**src/rtl/nucleotide_pack4.sv**
```systemverilog
// Streaming packer: ASCII nucleotides in, four 2-bit codes per output byte out.
// Invalid characters are dropped and counted; in_last always closes the sequence with a beat.
module nucleotide_pack4 #(
    parameter int ERR_CNT_W = 16
) (
    input  logic                 clk,
    input  logic                 rst,
    input  logic [7:0]           in_char,
    input  logic                 in_valid,
    input  logic                 in_last,
    output logic                 in_ready,
    output logic [7:0]           out_byte,
    output logic [2:0]           out_count,
    output logic                 out_last,
    output logic                 out_valid,
    input  logic                 out_ready,
    output logic                 err,
    output logic [ERR_CNT_W-1:0] err_cnt
);

    logic [7:0] acc;
    logic [1:0] cnt;
    logic [7:0] acc_n;
    logic [1:0] cnt_n;

    logic       accept;
    logic       char_ok;
    logic [1:0] code;
    logic [7:0] merged;

    logic       load;
    logic [7:0] ld_byte;
    logic [2:0] ld_count;
    logic       ld_last;

    assign in_ready = !rst && (!out_valid || out_ready);
    assign accept   = in_valid && in_ready;

    always_comb begin
        char_ok = 1'b1;
        code    = 2'b00;
        case (in_char)
            8'h41, 8'h61: code = 2'b00;
            8'h43, 8'h63: code = 2'b01;
            8'h47, 8'h67: code = 2'b10;
            8'h54, 8'h74: code = 2'b11;
            default: begin
                char_ok = 1'b0;
                code    = 2'b00;
            end
        endcase
    end

    // Slots above cnt are always zero, so OR-ing the shifted code is a slot write.
    assign merged = acc | ({6'b0, code} << {cnt, 1'b0});

    always_comb begin
        acc_n    = acc;
        cnt_n    = cnt;
        load     = 1'b0;
        ld_byte  = '0;
        ld_count = '0;
        ld_last  = 1'b0;
        if (accept) begin
            if (char_ok) begin
                if (cnt == 2'd3 || in_last) begin
                    load     = 1'b1;
                    ld_byte  = merged;
                    ld_count = 3'(cnt) + 3'd1;
                    ld_last  = in_last;
                    acc_n    = '0;
                    cnt_n    = '0;
                end else begin
                    acc_n = merged;
                    cnt_n = cnt + 2'd1;
                end
            end else if (in_last) begin
                load     = 1'b1;
                ld_byte  = acc;
                ld_count = 3'(cnt);
                ld_last  = 1'b1;
                acc_n    = '0;
                cnt_n    = '0;
            end
        end
    end

    always_ff @(posedge clk or posedge rst) begin
        if (rst) begin
            acc <= '0;
            cnt <= '0;
        end else begin
            acc <= acc_n;
            cnt <= cnt_n;
        end
    end

    always_ff @(posedge clk or posedge rst) begin
        if (rst) begin
            out_byte  <= '0;
            out_count <= '0;
            out_last  <= 1'b0;
            out_valid <= 1'b0;
        end else if (load) begin
            out_byte  <= ld_byte;
            out_count <= ld_count;
            out_last  <= ld_last;
            out_valid <= 1'b1;
        end else if (out_ready) begin
            out_valid <= 1'b0;
        end
    end

    always_ff @(posedge clk or posedge rst) begin
        if (rst) begin
            err     <= 1'b0;
            err_cnt <= '0;
        end else begin
            err <= accept && !char_ok;
            if (accept && !char_ok && err_cnt != '1) begin
                err_cnt <= err_cnt + 1'b1;
            end
        end
    end

endmodule
```
**config.mk**
```make
export PLATFORM = sky130hd
export DESIGN_NAME = nucleotide_pack4
export DESIGN_NICKNAME = d
export VERILOG_FILES = /design/src/rtl/nucleotide_pack4.sv
export SDC_FILE = /design/constraint.sdc
export NUM_CORES = 1
export LEC_CHECK = 0
export CORE_MARGIN = 1.5
export CORE_UTILIZATION = 55
export DETAILED_ROUTE_END_ITERATION = 8
export PLACE_DENSITY = 0.85
export SYNTH_ARGS = -nofsm -noshare
export SYNTH_HDL_FRONTEND = slang
export SYNTH_SLANG_ARGS = --single-unit
```
**constraint.sdc**
```tcl
create_clock -name clk -period 3 [get_ports clk]
set_clock_uncertainty 0.05 [all_clocks]
set_input_delay 0.6 -clock clk [delete_from_list [all_inputs] [get_ports clk]]
set_output_delay 0.6 -clock clk [all_outputs]
set_load 0.05 [all_outputs]
```
; ---- After elaboration in Yosys (flattened, before gate mapping)
; Cells that the tools add are included.
[totals]
regBits = 40
inputBits = 13
out_inout_bits = 31
[op_classes]
addsub = 3
n_eq_ne = 10
shifts = 1
n_mux = 25
bitwise_logic = 1
n_reduce_logical = 16
[op_table]
columns = op, n
row1 = $eq 8x7->1 const B, 8
row2 = $mux 8, 7
row3 = $add 16x1->16 const B, 1
row4 = $ne 16x16->1 const B, 1
row5 = $mux 1, 10
row6 = $mux 3, 3
row7 = $mux 2, 4
row8 = $or 8x8->8, 1
row9 = $reduce_or 8->1, 1
row10 = $shl 2x3->8, 1
row11 = $pmux 2 s3, 1
row12 = $reduce_or 2->1, 3
row13 = $logic_and 1x1->1, 4
row14 = $reduce_bool 2->1, 2
row15 = $add 2x1->3 const B, 1
row16 = $logic_not 1->1, 3
row17 = $add 2x1->2 const B, 1
row18 = $eq 2x2->1 const B, 1
row19 = $logic_or 1x1->1, 2
row20 = $reduce_and 2->1, 1

; ---- Longest topological paths before layout
[depth]
word_depth = 8
mapped_depth = 6
mapped_depth_nobuf = 6

; ---- Worst setup path after synthesis
; OpenSTA, ideal clock, no wires.
[synth_timing]
path_type = input-to-reg
start = input port rst
end = register err_cnt[1]
setup_time_ns = 0.125
arrival_time_ns = 2.688
t_required_ns = 2.825
path_slack_ns = 0.138
path_stages = 4
cell_sequence = inv_1 -> nand3_2 -> a211oi_2 -> mux2_2
[synth_between]
elab_chain_len = 5
[synth_lines]
columns = element, line_no
row1 = start: declaration, 7  ; input logic rst,
row2 = $logic_not 1->1 (no source line), -
row3 = $logic_and 1x1->1, 36  ; assign in_ready = !rst && (!out_valid || out_ready);
row4 = $logic_and 1x1->1, 37  ; assign accept = in_valid && in_ready;
row5 = $logic_and 1x1->1 (2 in a row), 120  ; if (accept && !char_ok && err_cnt != '1) begin
row6 = end signal: assignment, 121  ; err_cnt <= err_cnt + 1'b1;
row7 = end: declaration, 18  ; output logic [ERR_CNT_W-1:0] err_cnt
; No other way between the ends.
; A chain may end at the register's enable or synchronous reset.

; ---- Final worst setup path
[layout_timing]
start = input port in_char[1]
end = register out_byte[6]
[layout_between]
elab_chain_len = 8
elab_cells_between_ends = 21
[layout_lines]
columns = element, line_no
row1 = start: declaration, 8  ; input logic [7:0] in_char,
row2 = $eq 8x7->1, 42  ; case (in_char)
row3 = "$reduce_or 2->1, on equally long branches", -
row4 = $pmux 2 s3, 42
row5 = $shl 2x3->8, 55  ; assign merged = acc | ({6'b0, code} << {cnt, 1'b0});
row6 = $or 8x8->8, 55
row7 = $mux 8, 66  ; if (cnt == 2'd3 || in_last) begin
row8 = $mux 8, 65  ; if (char_ok) begin
row9 = $mux 8, 64  ; if (accept) begin
row10 = end signal: assignment, 105  ; out_byte <= ld_byte;
row11 = end: declaration, 12  ; output logic [7:0] out_byte,
; Several ways; a longest one is shown, not always the timed one.

==> reports/results.tsv <==
stage	metric	value	unit
clock_tree	cts.sinks	40	
placed_design	port_buffers	42	
synth	synth.distinct_cells	53	
grt	grtUsageMet2	32.86	%
timing	setup_tns	0	ps
layout	area_delta_synth_final	26.05	%
routing	drt-total-wl	4180	µm
worst_setup_path	crit_end	out_byte[6]	
grt	grtUsageTotal	22.14	%
placed_design	place_inst	279	
worst_setup_path	cp_num_cells	7	
worst_setup_path	critPathTopFamily	simple AND/OR/NAND/NOR gates	
synth	synthTopCellsByArea	dfrtp_1 (47%), mux2_2 (4.3%), xnor2_1 (3.7%)	
worst_setup_path	crit_chain	clkdlybuf4s50_1 > nor4bb_2 > o21bai_4 > and3_4 > o21a_4 > buf_4 > mux2i_1	
grt	grt_max_degree	41	
synth	synth_top_area_share	47.25	%
synth	synthCells	191	
grt	first_global_vias	1518	
timing	setup_viol	0	
synth	syn-cell-area	0.002118	mm²
routing	via_per_inst	5.697	
layout	instances_no_fill	287	
placed_design	gp_congestion	0.8510	
worst_setup_path	crit_arrival	2630	ps
clock_tree	ctsRootBufferMaster	clkbuf_8	
timing	period_share	82.29	%
die	initial_core_util	57.43	%
layout	fin_nets	254	
synth	synthArstFlopShare	100.0	%
routing	wire_per_inst	14.56	µm
synth	ys_seq_area_share	47.25	%
worst_setup_path	path_buf_inv	2	
synth	synth_edf_count	0	
clock_tree	cts.repair.resized	0	
layout	antenna_cells	0	
synth	syn-mean-instance-area	11.09	µm²
die	num_rows	22	
clock_tree	post-cts-setup-buffers	0	
synth	synth_flop_cell	dfrtp_1	
clock_tree	clk_pin_slew	80	ps
worst_setup_path	ff2ff_setup_slack	880	ps
timing	hold_viol_final	0	
layout	drive_above_1_share	15.06	%
worst_setup_path	worstPathRequired	3170	ps
worst_setup_path	reg2reg_to	err_cnt[1]	
pwr	irDropWorstVdd	0.0004098	V
routing	vias	1635	
worst_setup_path	worstPathMaxFanout	8	
grt	antenna_found_initial	0	
synth	syn_nets	207	
die	fp.dieW	65.06	µm
timing	period_needed	2469	ps
hold_path	hold_path.class	reg -> reg	
synth	ys_ff_latch	40	
pwr	p_per_area	558.9	mW/mm²
run_status	status	finished clean	
clock_tree	cts_hold_buf	0	
worst_setup_path	crit_start	in_char[1]	
layout	fillerInstances	280	
worst_setup_path	rr_startpoint	err_cnt[0]	
clock_tree	cts_tree	yes	
timing	maxSlewHeadroom	57.53	%
grt	grtUsageMet1	31.74	%
routing	drt-pass1-iter-count	4	
synth	synth_common_cells	dfrtp_1 (40), nand2_1 (14), nor2_1 (12)	
timing	worstMarginPinSlew	630.4	ps
worst_setup_path	crit_type	in -> reg	
worst_setup_path	reg2reg_depth	5	
worst_setup_path	worstSetupStartpointType	input pin	
worst_setup_path	cpMaxStageDelayCell	clkdlybuf4s50_1	
timing	slew_violations	0	
routing	drt_iter0_drc	83	
clock_tree	clock_latency	290	ps
placed_design	dp_hpwl	3036	µm
worst_setup_path	cp-end-kind	flop	
routing	ant_nets	0	
die	num_io_pins	44	
timing	hold_slack	447.4	ps
synth	yosysMostFrequentCell	dfrtp_1	
timing	fmax	405.1	MHz
grt	grt_pass1_wl	7134	µm
die	die-area	0.004233	mm²
pwr	leakage	1.154	nW
routing	drc_errors	0	
die	die_h	65.06	µm
clock_tree	clk_path_buf_depth	2	
clock_tree	cts_buffers	5	
worst_setup_path	critPathMaxStageDelay	500	ps
timing	rsz0062_at_grt	no	
grt	busiest_layer	met2	
die	core_region_area	0.003689	mm²
flow_run	maxCapViolations	0	
grt	grt.met3_usage	3.472	%
synth	synth_largest_area_cell	dfrtp_1	
clock_tree	h-tree-depth	2	
grt	overflow	0	
synth	synth_warnings	0	
report_power, final:
group | total (mW) | internal (mW) | leakage [nW] | switching, mW
registers | 0.669 | 0.592 | 0.523 | 0.0774
logic | 0.458 | 0.169 | 0.580 | 0.289
clock network | 0.365 | 0.183 | 0.0510 | 0.181
final cells by class:
class                           count  area [µm²]  area share (%)
Multi-Input combinational cell    135        1031           38.61
Sequential cell                    40        1001           37.49
Timing Repair Buffer               46       447.9           16.78
Clock buffer                        6       82.58           3.093
Tap cell                           48       60.06           2.249
Inverter                           10       37.54           1.406
Clock inverter                      2       10.01          0.3749
cell families (layout without fill, tap and decap cells):
family / Yosys count / after routing / synth area share, %
buffers and inverters: 16 / 64 / 4.076
AND/OR/NAND/NOR: 71 / 71 / 20.44
adder cells (fa/ha/maj): 3 / 3 / 1.772
multiplexers: 12 / 12 / 6.143
flip-flops: 40 / 40 / 47.25
AO/OA/AOI/OAI: 36 / 36 / 14.95
XOR/XNOR: 13 / 13 / 5.375
metal layers:
metal	part of all wire (%)	routed length, µm
met1	49	2041
met2	45	1872
met3	4.8	200
met4	1.6	65
met5	0	0
metrics by stage:
step / utilization, % / setup slack, ps / instance area [µm²] / power, mW
floorplan: - / 137.6 / 2118 / 0.9739
global placement: 69.88 / 269.8 / 2577 / 1.123
detailed placement: 69.88 / 221.0 / 2577 / 1.139
CTS: 72.39 / 528.6 / 2670 / 1.502
global route: 72.39 / 397.7 / 2670 / 1.562
finish: 72.39 / 531.2 / 2670 / 1.492
state kept, by name, summed over array words and instances (netlist names):
name       count
acc            8
cnt            2
err            1
err_cnt       16
out_byte       8
out_count      3
out_last       1
out_valid      1
worst min-delay path by stage:
stage          startpoint  endpoint  slack, ps  cells past startpoint
4_1_cts            acc[6]    acc[6]        450                      2
6_report           acc[4]    acc[4]        450                      1
3_3_place_gp       acc[4]    acc[4]        430                      1
3_5_place_dp       acc[6]    acc[6]        440                      2
2_1_floorplan      acc[0]    acc[0]        410                      2
5_1_grt            acc[4]    acc[4]        470                      1
layout by cell type (no fill, tap or decap), drive strengths merged, types with 2 or more instances in the layout:
| cell | count |
|---|---|
| and4 | 2 |
| a41o | 3 |
| dfrtp | 40 |
| clkbuf | 6 |
| xor2 | 4 |
| nor3 | 3 |
| mux2i | 4 |
| clkinv | 2 |
| ha | 3 |
| nor2 | 13 |
| nor3b | 3 |
| a31oi | 5 |
| xnor2 | 9 |
| nor2b | 2 |
| buf | 5 |
| nor4 | 4 |
| nand4 | 5 |
| a21oi | 6 |
| and3 | 5 |
| mux2 | 8 |
| nand3 | 11 |
| nand2 | 14 |
| clkdlybuf4s50 | 41 |
| a32o | 3 |
| o21ai | 3 |
| nand2b | 5 |
| inv | 10 |
| a21o | 2 |
Power figures use the tool's default switching activity.
